===== src/rtl/instr_encoder_loader.sv =====
`default_nettype none
// ============================================================================
// instr_encoder_loader : encodes symbolic RV32I commands, loads them into imem
// from word 0, then releases the core. Optional macro: NOP_PAD_EN. Rev 1.0
// ============================================================================
module instr_encoder_loader #(
   parameter int DEPTH  = 256,
   parameter int ADDR_W = $clog2(DEPTH)
) (
   input  logic              clk,
   input  logic              rst_n,
   input  logic              restart,
   input  logic              cmd_valid,
   output logic              cmd_ready,
   input  logic [3:0]        cmd_op,
   input  logic [4:0]        cmd_rd,
   input  logic [4:0]        cmd_rs1,
   input  logic [4:0]        cmd_rs2,
   input  logic [20:0]       cmd_imm,
   input  logic              cmd_last,
   output logic              imem_we,
   output logic [ADDR_W-1:0] imem_addr,
   output logic [31:0]       imem_wdata,
   output logic [ADDR_W:0]   words_written,
   output logic              cpu_run,
   output logic              err,
   output logic [1:0]        err_code
);

   localparam logic [ADDR_W:0] FULL_COUNT = (ADDR_W+1)'(DEPTH);
   localparam logic [ADDR_W:0] ONE_COUNT  = (ADDR_W+1)'(1);

   localparam logic [3:0] OP_ADD  = 4'd0;
   localparam logic [3:0] OP_SUB  = 4'd1;
   localparam logic [3:0] OP_AND  = 4'd2;
   localparam logic [3:0] OP_OR   = 4'd3;
   localparam logic [3:0] OP_XOR  = 4'd4;
   localparam logic [3:0] OP_ADDI = 4'd5;
   localparam logic [3:0] OP_LW   = 4'd6;
   localparam logic [3:0] OP_SW   = 4'd7;
   localparam logic [3:0] OP_BEQ  = 4'd8;
   localparam logic [3:0] OP_JAL  = 4'd9;
   localparam logic [3:0] OP_JALR = 4'd10;

   localparam logic [1:0] ERR_NONE    = 2'b00;
   localparam logic [1:0] ERR_ILLEGAL = 2'b01;
   localparam logic [1:0] ERR_IMM     = 2'b10;
   localparam logic [1:0] ERR_FULL    = 2'b11;

   localparam logic [2:0] S_IDLE  = 3'd0;
   localparam logic [2:0] S_WRITE = 3'd1;
   localparam logic [2:0] S_DONE  = 3'd2;
   localparam logic [2:0] S_ERROR = 3'd3;
`ifdef NOP_PAD_EN
   localparam logic [2:0] S_PAD   = 3'd4;
   localparam logic [31:0] NOP_WORD = 32'h0000_0013;
`endif

   logic [2:0]        state;
   logic [2:0]        state_nx;
   logic [ADDR_W:0]   count;
   logic [ADDR_W:0]   count_inc;
   logic [ADDR_W-1:0] addr_q;
   logic [31:0]       wdata_q;
   logic [1:0]        err_code_q;
   logic              last_q;

   logic              fits12;
   logic              fits13;
   logic              imm_bad;
   logic              op_illegal;
   logic              mem_full;
   logic [1:0]        reject_code;
   logic [2:0]        rtype_funct3;
   logic [6:0]        rtype_funct7;
   logic [31:0]       enc_word;

   assign count_inc  = count + ONE_COUNT;
   assign mem_full   = (count == FULL_COUNT);
   assign op_illegal = (cmd_op > OP_JALR);

   // Range checks on the 21-bit signed immediate: sign bits above the field must agree.
   assign fits12 = (cmd_imm[20:11] == {10{cmd_imm[11]}});
   assign fits13 = (cmd_imm[20:12] == {9{cmd_imm[12]}});

   always_comb begin
      imm_bad = 1'b0;
      case (cmd_op)
         OP_ADDI, OP_LW, OP_SW, OP_JALR: imm_bad = !fits12;
         OP_BEQ:                         imm_bad = !fits13 || cmd_imm[0];
         OP_JAL:                         imm_bad = cmd_imm[0];
         default:                        imm_bad = 1'b0;
      endcase
   end

   always_comb begin
      reject_code = ERR_NONE;
      if (op_illegal)
         reject_code = ERR_ILLEGAL;
      else if (imm_bad)
         reject_code = ERR_IMM;
      else if (mem_full)
         reject_code = ERR_FULL;
   end

   always_comb begin
      rtype_funct3 = 3'b000;
      case (cmd_op)
         OP_AND:  rtype_funct3 = 3'b111;
         OP_OR:   rtype_funct3 = 3'b110;
         OP_XOR:  rtype_funct3 = 3'b100;
         default: rtype_funct3 = 3'b000;
      endcase
      rtype_funct7 = (cmd_op == OP_SUB) ? 7'b0100000 : 7'b0000000;
   end

   always_comb begin
      enc_word = 32'h0;
      case (cmd_op)
         OP_ADD, OP_SUB, OP_AND, OP_OR, OP_XOR:
            enc_word = {rtype_funct7, cmd_rs2, cmd_rs1, rtype_funct3, cmd_rd, 7'b0110011};
         OP_ADDI:
            enc_word = {cmd_imm[11:0], cmd_rs1, 3'b000, cmd_rd, 7'b0010011};
         OP_LW:
            enc_word = {cmd_imm[11:0], cmd_rs1, 3'b010, cmd_rd, 7'b0000011};
         OP_SW:
            enc_word = {cmd_imm[11:5], cmd_rs2, cmd_rs1, 3'b010, cmd_imm[4:0], 7'b0100011};
         OP_BEQ:
            enc_word = {cmd_imm[12], cmd_imm[10:5], cmd_rs2, cmd_rs1, 3'b000,
                        cmd_imm[4:1], cmd_imm[11], 7'b1100011};
         OP_JAL:
            enc_word = {cmd_imm[20], cmd_imm[10:1], cmd_imm[11], cmd_imm[19:12],
                        cmd_rd, 7'b1101111};
         OP_JALR:
            enc_word = {cmd_imm[11:0], cmd_rs1, 3'b000, cmd_rd, 7'b1100111};
         default:
            enc_word = 32'h0;
      endcase
   end

   always_ff @(posedge clk or negedge rst_n) begin
      if (!rst_n)
         state <= S_IDLE;
      else if (restart)
         state <= S_IDLE;
      else
         state <= state_nx;
   end

   always_comb begin
      state_nx = state;
      case (state)
         S_IDLE: begin
            if (cmd_valid)
               state_nx = (reject_code != ERR_NONE) ? S_ERROR : S_WRITE;
         end
         S_WRITE: begin
            if (!last_q)
               state_nx = S_IDLE;
`ifdef NOP_PAD_EN
            else if (count_inc != FULL_COUNT)
               state_nx = S_PAD;
`endif
            else
               state_nx = S_DONE;
         end
`ifdef NOP_PAD_EN
         S_PAD: begin
            if (count_inc == FULL_COUNT)
               state_nx = S_DONE;
         end
`endif
         S_DONE:  state_nx = S_DONE;
         S_ERROR: state_nx = S_ERROR;
         default: state_nx = S_IDLE;
      endcase
   end

   always_comb begin
      cmd_ready = 1'b0;
      imem_we   = 1'b0;
      cpu_run   = 1'b0;
      err       = 1'b0;
      case (state)
         S_IDLE:  cmd_ready = 1'b1;
         S_WRITE: imem_we   = 1'b1;
`ifdef NOP_PAD_EN
         S_PAD:   imem_we   = 1'b1;
`endif
         S_DONE:  cpu_run   = 1'b1;
         S_ERROR: err       = 1'b1;
         default: cmd_ready = 1'b0;
      endcase
   end

   // Write address/data are registered at accept so the strobe cycle sees stable values.
   always_ff @(posedge clk or negedge rst_n) begin
      if (!rst_n) begin
         count      <= '0;
         addr_q     <= '0;
         wdata_q    <= '0;
         err_code_q <= ERR_NONE;
         last_q     <= 1'b0;
      end else if (restart) begin
         count      <= '0;
         addr_q     <= '0;
         wdata_q    <= '0;
         err_code_q <= ERR_NONE;
         last_q     <= 1'b0;
      end else begin
         case (state)
            S_IDLE: begin
               if (cmd_valid) begin
                  if (reject_code != ERR_NONE) begin
                     err_code_q <= reject_code;
                  end else begin
                     wdata_q <= enc_word;
                     addr_q  <= count[ADDR_W-1:0];
                     last_q  <= cmd_last;
                  end
               end
            end
            S_WRITE: begin
               count <= count_inc;
`ifdef NOP_PAD_EN
               if (last_q && (count_inc != FULL_COUNT)) begin
                  wdata_q <= NOP_WORD;
                  addr_q  <= count_inc[ADDR_W-1:0];
               end
`endif
            end
`ifdef NOP_PAD_EN
            S_PAD: begin
               count <= count_inc;
               if (count_inc != FULL_COUNT)
                  addr_q <= count_inc[ADDR_W-1:0];
            end
`endif
            default: begin
            end
         endcase
      end
   end

   assign imem_addr     = addr_q;
   assign imem_wdata    = wdata_q;
   assign words_written = count;
   assign err_code      = err_code_q;

endmodule
`default_nettype wire


===== config.mk =====
export PLATFORM = sky130hd
export DESIGN_NAME = instr_encoder_loader
export DESIGN_NICKNAME = d
export VERILOG_FILES = /design/src/rtl/instr_encoder_loader.sv
export SDC_FILE = /design/constraint.sdc
export NUM_CORES = 1
export LEC_CHECK = 0
export CAP_MARGIN = 15
export CORE_MARGIN = 1.5
export CORE_UTILIZATION = 35
export CTS_CLUSTER_SIZE = 14
export DETAILED_ROUTE_END_ITERATION = 16
export PLACE_DENSITY_LB_ADDON = 0.2
export SYNTH_ARGS = -nofsm -noshare
export SYNTH_HDL_FRONTEND = slang
export SYNTH_SLANG_ARGS = --single-unit

===== constraint.sdc =====
create_clock -name clk -period 2.4 [get_ports clk]
set_input_delay 0.36 -clock clk [delete_from_list [all_inputs] [get_ports clk]]
set_output_delay 0.36 -clock clk [all_outputs]
set_load 0.005 [all_outputs]

==> reports/results.ini <==
[outcome]
status = complete, no violations

[drt]
num_vias = 2827
drt-total-wl_um = 8950
drtIter0Drc = 250
viasPerCell = 5.48
firstDrtPassIters = 4
drcViolationCount = 0
ant_nets = 0
wl_per_cell_um = 17.3

[sta]
finalSetupViolations = 0
worst_slack_ns = 0.0721
fin_skew_ns = 0.00644
worst_slew_pin_slew_ns = 0.627
holdWs_ns = 0.0503
fmax_mhz = 430
finalCritPeriodShare_pct = 97.0
slew_violations = 0
slew_headroom_pct = 58.2
hold_viol_final = 0
post-route-min-period_ns = 2.33

[setup_path]
worst_setup_path_start_kind = input pin
crit_arrival_ns = 2.59
path_class = in -> reg
crit_required_ns = 2.66
worst-path-max-fanout = 3
endpoint_kind = flop

[die]
dieArea_sq_mm = 0.00875
die_w_um = 93.5
die_y_um = 93.5
start_util_pct = 36.5
io_pins = 100
num_rows = 32
core_sq_mm = 0.00785

[cts]
cts_tree = done
clock_path_buffers = 2
clk_pin_slew_worst_paths_ns = 0.10
clockRootBuffer = clkbuf_8
insertion_delay_ns = 0.31
numCtsBuffers = 5
clock-sinks = 53
h-tree-depth = 2

[pwr]
p_leak_nw = 1.97
vdd_drop_max_uv = 371
p_per_area_mw_per_mm2 = 538
p_total_mw = 2.39

[synth]
syn_nets = 326
synth_cells = 275
netlist_area_sq_mm = 0.00287
yosysWarnings = 0
synthArstFlopShare_pct = 100
synthFlopType = dfrtp_1
ys_seq_area_share_pct = 46.2
synth_edf_count = 0
synth_cell_types = 50
ys_seq_elements = 53
syn_area_per_cell_sq_um = 10.4

[place]
pre_cts_ws_ns = -0.495
gp_congestion = 0.877
hpwl_um = 6420
portBuffers = 99

[final_layout]
nets = 464
final_cell_mix = clkdlybuf4s50_1, dfrtp_1, buf_4
area_growth_pct = 55.0
drive_above_1_share_pct = 19.1
fill_cells = 728
final_util_pct = 56.6
antennaDiodeCount = 0
layout_commonest_cell = clkdlybuf4s50_1

[worst_hold_path]
hold_class = in -> async

[global_routing]
first_global_vias = 2774
grt_pass1_wl_um = 13900
grt-ovfl-total = 0
antenna_found_initial = 0
grt_max_degree = 33
grt_usage_pct = 20.3

[job]
cap_violations = 0

## cell type report
cell class	instances	area (sq um)	share of cell area, %
clock inverter	2	13.8	0.310
inverter	12	45.0	1.01
sequential	53	1330	29.8
clock buffer	6	72.6	1.63
tap	102	128	2.87
multi-input combinational	192	1430	32.1
timing repair buffer	149	1430	32.2
## Yosys cell counts, types with 4 or more instances
library cell  count  area share [%]
a32o_1           11             3.8
nand3_1           5            0.87
inv_1            12             1.6
a221o_1           4             1.4
a21oi_1          11             1.9
o21ai_0           9             1.6
buf_2             5            0.87
nor2_1           28             3.7
a22o_2            7             2.4
ha_1              6             2.6
clkbuf_1          8             1.0
xor2_1            5             1.5
nand2_1          17             2.2
o22ai_1           5             1.1
nand4_1           4            0.87
buf_6             4             1.6
o2bb2ai_1         6             1.8
a22oi_1          10             2.6
a22o_1           23             7.0
dfrtp_1          53              46
## timing repair
action                                  CTS  global route
hold buffers                              0             0
setup buffers                             0             3
gates cloned                              1             3
endpoints found under the setup margin   39            40
pin swaps                                 1             4
resized for setup                         1             7
## final timing paths
kind,startpoint,end,slack [ns],depth (start not counted)
max in group asynchronous,rst_n,imem_wdata[30],1.78,2
max,cmd_imm[19],last_q,0.07,11
min in group clk,cmd_imm[17],imem_wdata[17],0.46,3
min,rst_n,words_written[0],0.05,1
min reg2reg,imem_wdata[15],imem_wdata[15],0.50,1
max reg2reg,words_written[1],last_q,0.26,11
## per-layer routing
metal | vias up | share of wire, % | global-route usage (%)
met5 | - | 0 | 0
met4 | 0 | 1.8 | 8.08
met3 | 12 | 5.7 | 3.50
li1 | 1334 | - | -
met2 | 104 | 48 | 32.5
met1 | 1377 | 45 | 27.1
## through the flow
| stage | cell area (sq um) | setup TNS (ns) | cells |
|---|---|---|---|
| finish | 4440 | 0 | 516 |
| global route | 4440 | -0.403 | 516 |
| floorplan | 2870 | 0 | 275 |
| global placement | 4230 | -16.68 | 501 |
| detailed placement | 4230 | -18.66 | 501 |
| CTS | 4340 | 0 | 510 |
## worst max-delay path: stages
cell,delay [ns]
clkdlybuf4s50_1,0.46
nor4_2,0.35
nor4b_4,0.25
a211o_2,0.14
buf_4,0.11
o311ai_4,0.09
nor4_4,0.28
buf_4,0.21
buf_4,0.11
buf_4,0.09
a22o_1,0.12
## sequential cells by signal, summed over array words and instances (netlist names)
name	cells
words_written	9
err_code	2
imem_wdata	31
state	2
imem_addr	8
last_q	1
## cell families (layout without fill, tap and decap cells)
group           Yosys count  after routing  synth area share [%]
fa+ha+maj                 6              6                  2.62
compound gates          103            105                  29.5
buf+inv                  32            169                  5.71
xor+xnor                  7              7                  2.14
simple gates             72             72                  13.0
flops                    53             53                  46.2
mux                       2              2                 0.698
## power breakdown
group / internal, mW / total (mW) / switching [mW]
registers: 0.964 / 1.02 / 0.0516
clock network: 0.209 / 0.506 / 0.297
logic: 0.463 / 0.869 / 0.406
No activity file was read; power rests on OpenSTA's default activity.
